==> src/rtl/adc_loopback_responder_if.sv <==
// Pin bundle between the DAC/ADC timing managers (master) and the loopback
// responder (slave).
//
// Strobe semantics: every strobe is an active-low level. The responder samples
// each strobe into a register and acts one cycle later on the edge it sees.
// DAC side:
//   - A WR rising edge with CS low writes DB into the input register chosen by AB.
//   - LDAC low, held for any cycle, copies both input registers into the output registers.
//   - CLR low clears all four DAC registers.
// ADC side:
//   - A CONVST falling edge starts a conversion.
//   - EOC high means a result is waiting to be read.
//   - An RD falling edge asks for the result. It is presented on D with dOe=1
//     after the read delay and held while RD stays low.
//   - RD rising ends the read and drops EOC.
interface adc_loopback_responder_if;
  logic [7:0] DB;
  logic       CS;
  logic       WR;
  logic       AB;
  logic       LDAC;
  logic       CLR;
  logic       CONVST;
  logic       RD;
  logic [7:0] D;
  logic       dOe;
  logic       EOC;
  logic [7:0] overrun;

  modport master (
    output DB, CS, WR, AB, LDAC, CLR, CONVST, RD,
    input  D, dOe, EOC, overrun
  );

  modport slave (
    input  DB, CS, WR, AB, LDAC, CLR, CONVST, RD,
    output D, dOe, EOC, overrun
  );
endinterface

==> src/rtl/adc_loopback_responder.sv <==
// Loopback stand-in for the DAC/ADC board pair. DAC writes land in A/B
// input/output registers, and ADC conversions return the chosen DAC output code.
// Optional feature macro: ADC_NOISE_EN adds LFSR dither on the sample LSB.
module adc_loopback_responder #(
  parameter int CONV_CYCLES = 8,
  parameter int RD_DELAY    = 2,
  parameter int ADC_CHANNEL = 0
) (
  input  logic                        Clk,
  input  logic                        adcRst,
  adc_loopback_responder_if.slave     bus,
  output logic [1:0]                  dbg_state_o
);

  typedef enum logic [1:0] {S_IDLE = 2'd0, S_CONV = 2'd1, S_DONE = 2'd2, S_READ = 2'd3} state_t;

  localparam logic [7:0] CNT_LOAD  = 8'(CONV_CYCLES - 1);
  // Delay counter load for the first READ cycle. Delays of 0 or 1 present D
  // straight from the DONE->READ transition.
  localparam logic [2:0] DCNT_LOAD = 3'((RD_DELAY >= 2) ? (RD_DELAY - 2) : 0);
  localparam bit         FAST_RD   = (RD_DELAY <= 1);

  state_t     state_q, state_d;
  logic       wr_q, wr_p_q, convst_q, convst_p_q, rd_q, rd_p_q;
  logic [7:0] db_q;
  logic       cs_q, ab_q;
  logic [7:0] in_a_q, in_a_d, in_b_q, in_b_d, out_a_q, out_a_d, out_b_q, out_b_d;
  logic [7:0] sample_q, sample_d, cnt_q, cnt_d, overrun_q, overrun_d;
  logic [2:0] dcnt_q, dcnt_d;
  logic [7:0] d_q, d_d;
  logic       doe_q, doe_d, eoc_q, eoc_d, ovr_inc;
  logic       wr_rise, convst_fall, rd_fall, rd_rise;
  logic [7:0] chan_out, conv_src;

  assign wr_rise     = wr_q & ~wr_p_q;
  assign convst_fall = convst_p_q & ~convst_q;
  assign rd_fall     = rd_p_q & ~rd_q;
  assign rd_rise     = rd_q & ~rd_p_q;
  assign chan_out    = (ADC_CHANNEL == 1) ? out_b_q : out_a_q;

`ifdef ADC_NOISE_EN
  logic [7:0] lfsr_q;
  logic       lfsr_fb;
  assign lfsr_fb = lfsr_q[7] ^ lfsr_q[5] ^ lfsr_q[4] ^ lfsr_q[3];
  // Free-running dither source, taps 8,6,5,4.
  always_ff @(posedge Clk or negedge adcRst) begin
    if (!adcRst) lfsr_q <= 8'h01;
    else         lfsr_q <= {lfsr_q[6:0], lfsr_fb};
  end
  assign conv_src = chan_out ^ {7'b0, lfsr_q[0]};
`else
  assign conv_src = chan_out;
`endif

  // DAC register update: CLR wins, and a same-cycle write passes straight to the output on LDAC.
  always_comb begin
    in_a_d  = in_a_q;
    in_b_d  = in_b_q;
    out_a_d = out_a_q;
    out_b_d = out_b_q;
    if (!bus.CLR) begin
      in_a_d  = 8'h00;
      in_b_d  = 8'h00;
      out_a_d = 8'h00;
      out_b_d = 8'h00;
    end else begin
      if (wr_rise && !cs_q) begin
        if (ab_q) in_b_d = db_q;
        else      in_a_d = db_q;
      end
      if (!bus.LDAC) begin
        out_a_d = in_a_d;
        out_b_d = in_b_d;
      end
    end
  end

  // ADC next state: conversion countdown, read delay and overrun detection.
  always_comb begin
    state_d  = state_q;
    cnt_d    = cnt_q;
    dcnt_d   = dcnt_q;
    sample_d = sample_q;
    ovr_inc  = 1'b0;
    case (state_q)
      S_IDLE: begin
        if (convst_fall) begin
          sample_d = conv_src;
          cnt_d    = CNT_LOAD;
          state_d  = S_CONV;
        end
      end
      S_CONV: begin
        ovr_inc = convst_fall;
        if (cnt_q == 8'h00) state_d = S_DONE;
        else                cnt_d   = cnt_q - 8'h01;
      end
      S_DONE: begin
        ovr_inc = convst_fall;
        if (rd_fall) begin
          dcnt_d  = DCNT_LOAD;
          state_d = S_READ;
        end
      end
      S_READ: begin
        if (rd_rise) begin
          // A start edge landing on the return to idle is accepted, not lost.
          if (convst_fall) begin
            sample_d = conv_src;
            cnt_d    = CNT_LOAD;
            state_d  = S_CONV;
          end else begin
            state_d  = S_IDLE;
          end
        end else begin
          ovr_inc = convst_fall;
          if (dcnt_q != 3'd0) dcnt_d = dcnt_q - 3'd1;
        end
      end
      default: state_d = S_IDLE;
    endcase
    overrun_d = (ovr_inc && overrun_q != 8'hFF) ? overrun_q + 8'h01 : overrun_q;
  end

  // ADC outputs: EOC trails DONE by one cycle, D is zero whenever dOe is low.
  always_comb begin
    d_d   = 8'h00;
    doe_d = 1'b0;
    eoc_d = 1'b0;
    case (state_q)
      S_DONE: begin
        eoc_d = 1'b1;
        if (rd_fall && FAST_RD) begin
          doe_d = 1'b1;
          d_d   = sample_q;
        end
      end
      S_READ: begin
        if (!rd_rise) begin
          eoc_d = 1'b1;
          if (doe_q || dcnt_q == 3'd0) begin
            doe_d = 1'b1;
            d_d   = sample_q;
          end
        end
      end
      default: begin
        d_d   = 8'h00;
        doe_d = 1'b0;
        eoc_d = 1'b0;
      end
    endcase
  end

  // All state registers; everything clears asynchronously on adcRst low.
  always_ff @(posedge Clk or negedge adcRst) begin
    if (!adcRst) begin
      state_q    <= S_IDLE;
      wr_q       <= 1'b0;
      wr_p_q     <= 1'b0;
      convst_q   <= 1'b0;
      convst_p_q <= 1'b0;
      rd_q       <= 1'b0;
      rd_p_q     <= 1'b0;
      db_q       <= 8'h00;
      cs_q       <= 1'b0;
      ab_q       <= 1'b0;
      in_a_q     <= 8'h00;
      in_b_q     <= 8'h00;
      out_a_q    <= 8'h00;
      out_b_q    <= 8'h00;
      sample_q   <= 8'h00;
      cnt_q      <= 8'h00;
      dcnt_q     <= 3'd0;
      overrun_q  <= 8'h00;
      d_q        <= 8'h00;
      doe_q      <= 1'b0;
      eoc_q      <= 1'b0;
    end else begin
      state_q    <= state_d;
      wr_q       <= bus.WR;
      wr_p_q     <= wr_q;
      convst_q   <= bus.CONVST;
      convst_p_q <= convst_q;
      rd_q       <= bus.RD;
      rd_p_q     <= rd_q;
      db_q       <= bus.DB;
      cs_q       <= bus.CS;
      ab_q       <= bus.AB;
      in_a_q     <= in_a_d;
      in_b_q     <= in_b_d;
      out_a_q    <= out_a_d;
      out_b_q    <= out_b_d;
      sample_q   <= sample_d;
      cnt_q      <= cnt_d;
      dcnt_q     <= dcnt_d;
      overrun_q  <= overrun_d;
      d_q        <= d_d;
      doe_q      <= doe_d;
      eoc_q      <= eoc_d;
    end
  end

  assign bus.D       = d_q;
  assign bus.dOe     = doe_q;
  assign bus.EOC     = eoc_q;
  assign bus.overrun = overrun_q;
  assign dbg_state_o = state_q;

endmodule

==> src/flat_wrapper.sv <==
// flat-port wrapper written by rule: the top's interface ports become plain ports
module adc_loopback_responder_flat 
#(
  parameter int CONV_CYCLES = 8,
  parameter int RD_DELAY    = 2,
  parameter int ADC_CHANNEL = 0
)
  (Clk, adcRst, dbg_state_o, bus_DB, bus_CS, bus_WR, bus_AB, bus_LDAC, bus_CLR, bus_CONVST, bus_RD, bus_D, bus_dOe, bus_EOC, bus_overrun);
  adc_loopback_responder_if bus_i ();
  input  logic Clk;
  input  logic adcRst;
  output logic [1:0] dbg_state_o;
  input wire logic [$bits(bus_i.DB)-1:0] bus_DB;
  input wire logic [$bits(bus_i.CS)-1:0] bus_CS;
  input wire logic [$bits(bus_i.WR)-1:0] bus_WR;
  input wire logic [$bits(bus_i.AB)-1:0] bus_AB;
  input wire logic [$bits(bus_i.LDAC)-1:0] bus_LDAC;
  input wire logic [$bits(bus_i.CLR)-1:0] bus_CLR;
  input wire logic [$bits(bus_i.CONVST)-1:0] bus_CONVST;
  input wire logic [$bits(bus_i.RD)-1:0] bus_RD;
  output wire logic [$bits(bus_i.D)-1:0] bus_D;
  output wire logic [$bits(bus_i.dOe)-1:0] bus_dOe;
  output wire logic [$bits(bus_i.EOC)-1:0] bus_EOC;
  output wire logic [$bits(bus_i.overrun)-1:0] bus_overrun;
  assign bus_i.DB = bus_DB;
  assign bus_i.CS = bus_CS;
  assign bus_i.WR = bus_WR;
  assign bus_i.AB = bus_AB;
  assign bus_i.LDAC = bus_LDAC;
  assign bus_i.CLR = bus_CLR;
  assign bus_i.CONVST = bus_CONVST;
  assign bus_i.RD = bus_RD;
  assign bus_D = bus_i.D;
  assign bus_dOe = bus_i.dOe;
  assign bus_EOC = bus_i.EOC;
  assign bus_overrun = bus_i.overrun;
  adc_loopback_responder #(.CONV_CYCLES(CONV_CYCLES), .RD_DELAY(RD_DELAY), .ADC_CHANNEL(ADC_CHANNEL)) u_core (.Clk(Clk), .adcRst(adcRst), .bus(bus_i), .dbg_state_o(dbg_state_o));
endmodule
==> config.mk <==
export PLATFORM = sky130hd
export DESIGN_NAME = adc_loopback_responder_flat
export DESIGN_NICKNAME = d
export VERILOG_FILES = /design/src/rtl/adc_loopback_responder_if.sv /design/src/rtl/adc_loopback_responder.sv /design/src/flat_wrapper.sv
export SDC_FILE = /design/constraint.sdc
export NUM_CORES = 1
export LEC_CHECK = 0
export ABC_CLOCK_PERIOD_IN_PS = 2400
export CORE_ASPECT_RATIO = 0.8
export CORE_MARGIN = 8
export CORE_UTILIZATION = 45
export DETAILED_ROUTE_END_ITERATION = 8
export PLACE_DENSITY = 0.67
export SLEW_MARGIN = 10
export SYNTH_ARGS = -nofsm -noshare
export SYNTH_HDL_FRONTEND = slang
export SYNTH_SLANG_ARGS = --single-unit
==> constraint.sdc <==
create_clock -name Clk -period 2.4 [get_ports Clk]
set_clock_uncertainty 0.1 [all_clocks]
set_input_delay 0.48 -clock Clk [delete_from_list [all_inputs] [get_ports Clk]]
set_output_delay 0.48 -clock Clk [all_outputs]
set_load 0.03 [all_outputs]
==> impl_metrics.ini <==
[floorplanning]
cell_rows = 26
core-area_sq_um = 6441
initial_core_util = 0.4683
die-width_um = 107.5
io-pin-count = 37
fp.dieH_um = 89.23
die-area_sq_um = 9596

[sta]
slew_headroom = 0.5882
report.final.slew_viol_count = 0
report.final.hold_viol_count = 0
worst-slew-pin-transition_ns = 0.6176
period_minus_slack_ns = 2.201
fmaxAchievable_mhz = 454.3
rsz_0062_raised_after_global_routing = false
fin_crit_sh = 0.9171
setup_violations = 0
final.hold.worst_slack_ns = 0.2912
tns_ns = 0

[clock_network]
clk_transition_reported_paths_ns = 0.08
clock_sinks = 71
worstSkewPairLatency_ns = 0.34
cts_buffer_depth = 2
h-tree-depth = 3
total_clock_buffers_created_by_cts = 9
root_buffer = clkbuf_8
count_of_cells_resized_by_post_cts_repair = 0
cts_tree = done

[worst_setup_path]
worst_ep_arrival_time_ns = 2.37
worstSetupPathType = reg -> reg
startpoint_type = flip-flop
worstPathRequired_ns = 2.56
worst-path-max-fanout = 6
critical_path.endpoint_type = flip-flop

[logic_synthesis]
ys_top_cells_by_count = dfrtp_1, nand2_1, inv_1, mux2_2, ha_1
synth_enable_flop_cells = 0
post-synth-top-area-cell = dfrtp_1
avgSynthCellArea_sq_um = 12.31
synth_fp_nets = 273
netlist_instances = 245
synth_top_cell_area_share = 0.5890
yosys-top-cells-area = dfrtp_1, mux2_2, ha_1
dominantRegCellSynth = dfrtp_1
count_of_warnings_emitted_by_yosys = 0
async_flop_share = 1.000
synth_cell_types = 46
ys_seq_elements = 71
post-synth-top-count-cell = dfrtp_1
post_synthesis_cell_area_sq_um = 3017
synth_seq_area_share = 0.5890

[min_path]
hold_class = reg -> reg

[routing]
dr.first_iter.drc_count = 126
drt.antenna.violating_nets = 0
totalWireLength_um = 5593
avgViaCountPerCell = 5.184
wl_per_cell_um = 14.53
detailed_route_via_count = 1996
dr.pass1.iters = 4
drc = 0

[global_route]
grt.total_usage = 0.1326
groute.layer.met3.usage = 0.04899
grt_pass1_wl_um = 10030
grt_antenna_before_repair = 0
grt.busiest_layer = met2
grt_use_met2 = 0.1970
grt-ovfl-total = 0
grt_start_max_net_pins = 50
via_count_of_the_first_global_routing_pass = 2098
global_route.usage.met1 = 0.1744

[finish]
fin_area_sq_um = 3699
sequential_cell_area_sq_um = 1777
area_taken_by_multi_input_logic_gates_sq_um = 1169
n_antenna_cell = 0
drive_gt1_frac = 0.1561
nFillCells = 568
nets = 324
area.growth.synth_to_final_pct = 22.60

[placed_design]
detailedPlacementHpwl_um = 3916
port_buffers = 36
routabilityCongestion = 0.8224
detailed_place.area_sq_um = 3515

[run]
max_cap_viol_count = 0

[power]
cellPowerDensity_nw_per_um2 = 965.9
worst_ir_drop_vdd_uv = 498.6
power.static_leakage_nw = 1.643

[outcome]
status = finished clean
metal layers:
metal	routed length (um)	vias to the layer above	part of all wire
met4	45	0	0.0080
li1	-	977	-
met3	244	4	0.044
met2	2502	25	0.45
met5	0	-	0
met1	2800	990	0.50
power by group:
group	total (W)	leakage, nW	internal, W	switching (W)
Clock	0.000833	0.0712	0.000378	0.000455
Sequential	0.00153	0.924	0.00136	0.000167
Combinational	0.00121	0.648	0.000535	0.000676
cell usage in the layout, fill, tap and decap left out, drive strengths merged, types with 2 or more instances in the layout:
master         count
and2              10
nor3              10
buf                8
nand2b             7
a22o               8
clkdlybuf4s50     35
a21boi            10
mux2i              5
dfrtp             71
nor4               2
o211ai             2
nand2             23
mux2              13
clkbuf            10
nor2               4
or4b               2
ha                11
a311oi             2
inv               16
nand4              3
a21oi              5
xor2               4
or4                3
o21ai              6
clkinvlp           5
nand3              3
a211o              2
nand3b             2
final cells by class:
class	instances	share of cell area
timing repair buffer	44	0.1130
clock buffer	10	0.03451
tap	84	0.02842
multi-input combinational	155	0.3160
inverter	15	0.01522
clock inverter	6	0.01252
sequential	71	0.4804
sequential cells by signal (all words and copies together) (netlist names), 2 cells and up:
signal / cells
u_core.bus.D: 8
u_core.bus.overrun: 8
u_core.chan_out: 8
u_core.cnt_q: 8
u_core.db_q: 8
u_core.dbg_state_o: 2
u_core.dcnt_q: 3
u_core.in_a_q: 8
u_core.sample_q: 8
what timing repair did:
action | 4_1_cts | 5_1_grt
hold endpoints to repair | 4 | 0
hold buffers | 1 | 0
buffers inserted | 0 | 0
worst max-delay path, stage by stage, from the launching register on:
cell and delay (ns):
dfrtp_1 0.40, inv_1 0.13, ha_1 0.27, or4b_2 0.62, a21oi_1 0.22, and3b_2 0.22
mux2i_1 0.17
cell families after synthesis:
logic type | Yosys count | synth area share
mux | 18 | 0.06512
buf+inv | 19 | 0.02364
simple gates | 77 | 0.1456
flops | 71 | 0.5890
xor+xnor | 4 | 0.01161
compound gates | 44 | 0.1161
fa+ha+maj | 12 | 0.04894
path summary, 6_finish.rpt:
kind | to | slack [ns] | start | cells after the start
setup reg to reg | u_core.cnt_q[3] | 0.20 | u_core.dbg_state_o[0] | 6
min in group asynchronous | u_core.db_q[7] | 0.55 | adcRst | 3
hold / removal | u_core.wr_p_q | 0.29 | u_core.wr_q | 0
setup / recovery | u_core.cnt_q[3] | 0.20 | u_core.dbg_state_o[0] | 6
max in group asynchronous | u_core.cnt_q[5] | 1.09 | adcRst | 3
hold reg to reg | u_core.wr_p_q | 0.29 | u_core.wr_q | 0
metrics by stage:
step	setup slack [ns]	total power [W]	util	instances
after detailed placement	0.2118	0.002764	0.5456	368
final	0.1989	0.003572	0.5742	385
after global placement	0.2928	0.002740	0.5456	368
after floorplan	0.1175	0.002332	-	245
after global routing	0.07341	0.003825	0.5742	385
after CTS	0.2062	0.003617	0.5742	385
No activity file was read; power rests on OpenSTA's default activity.
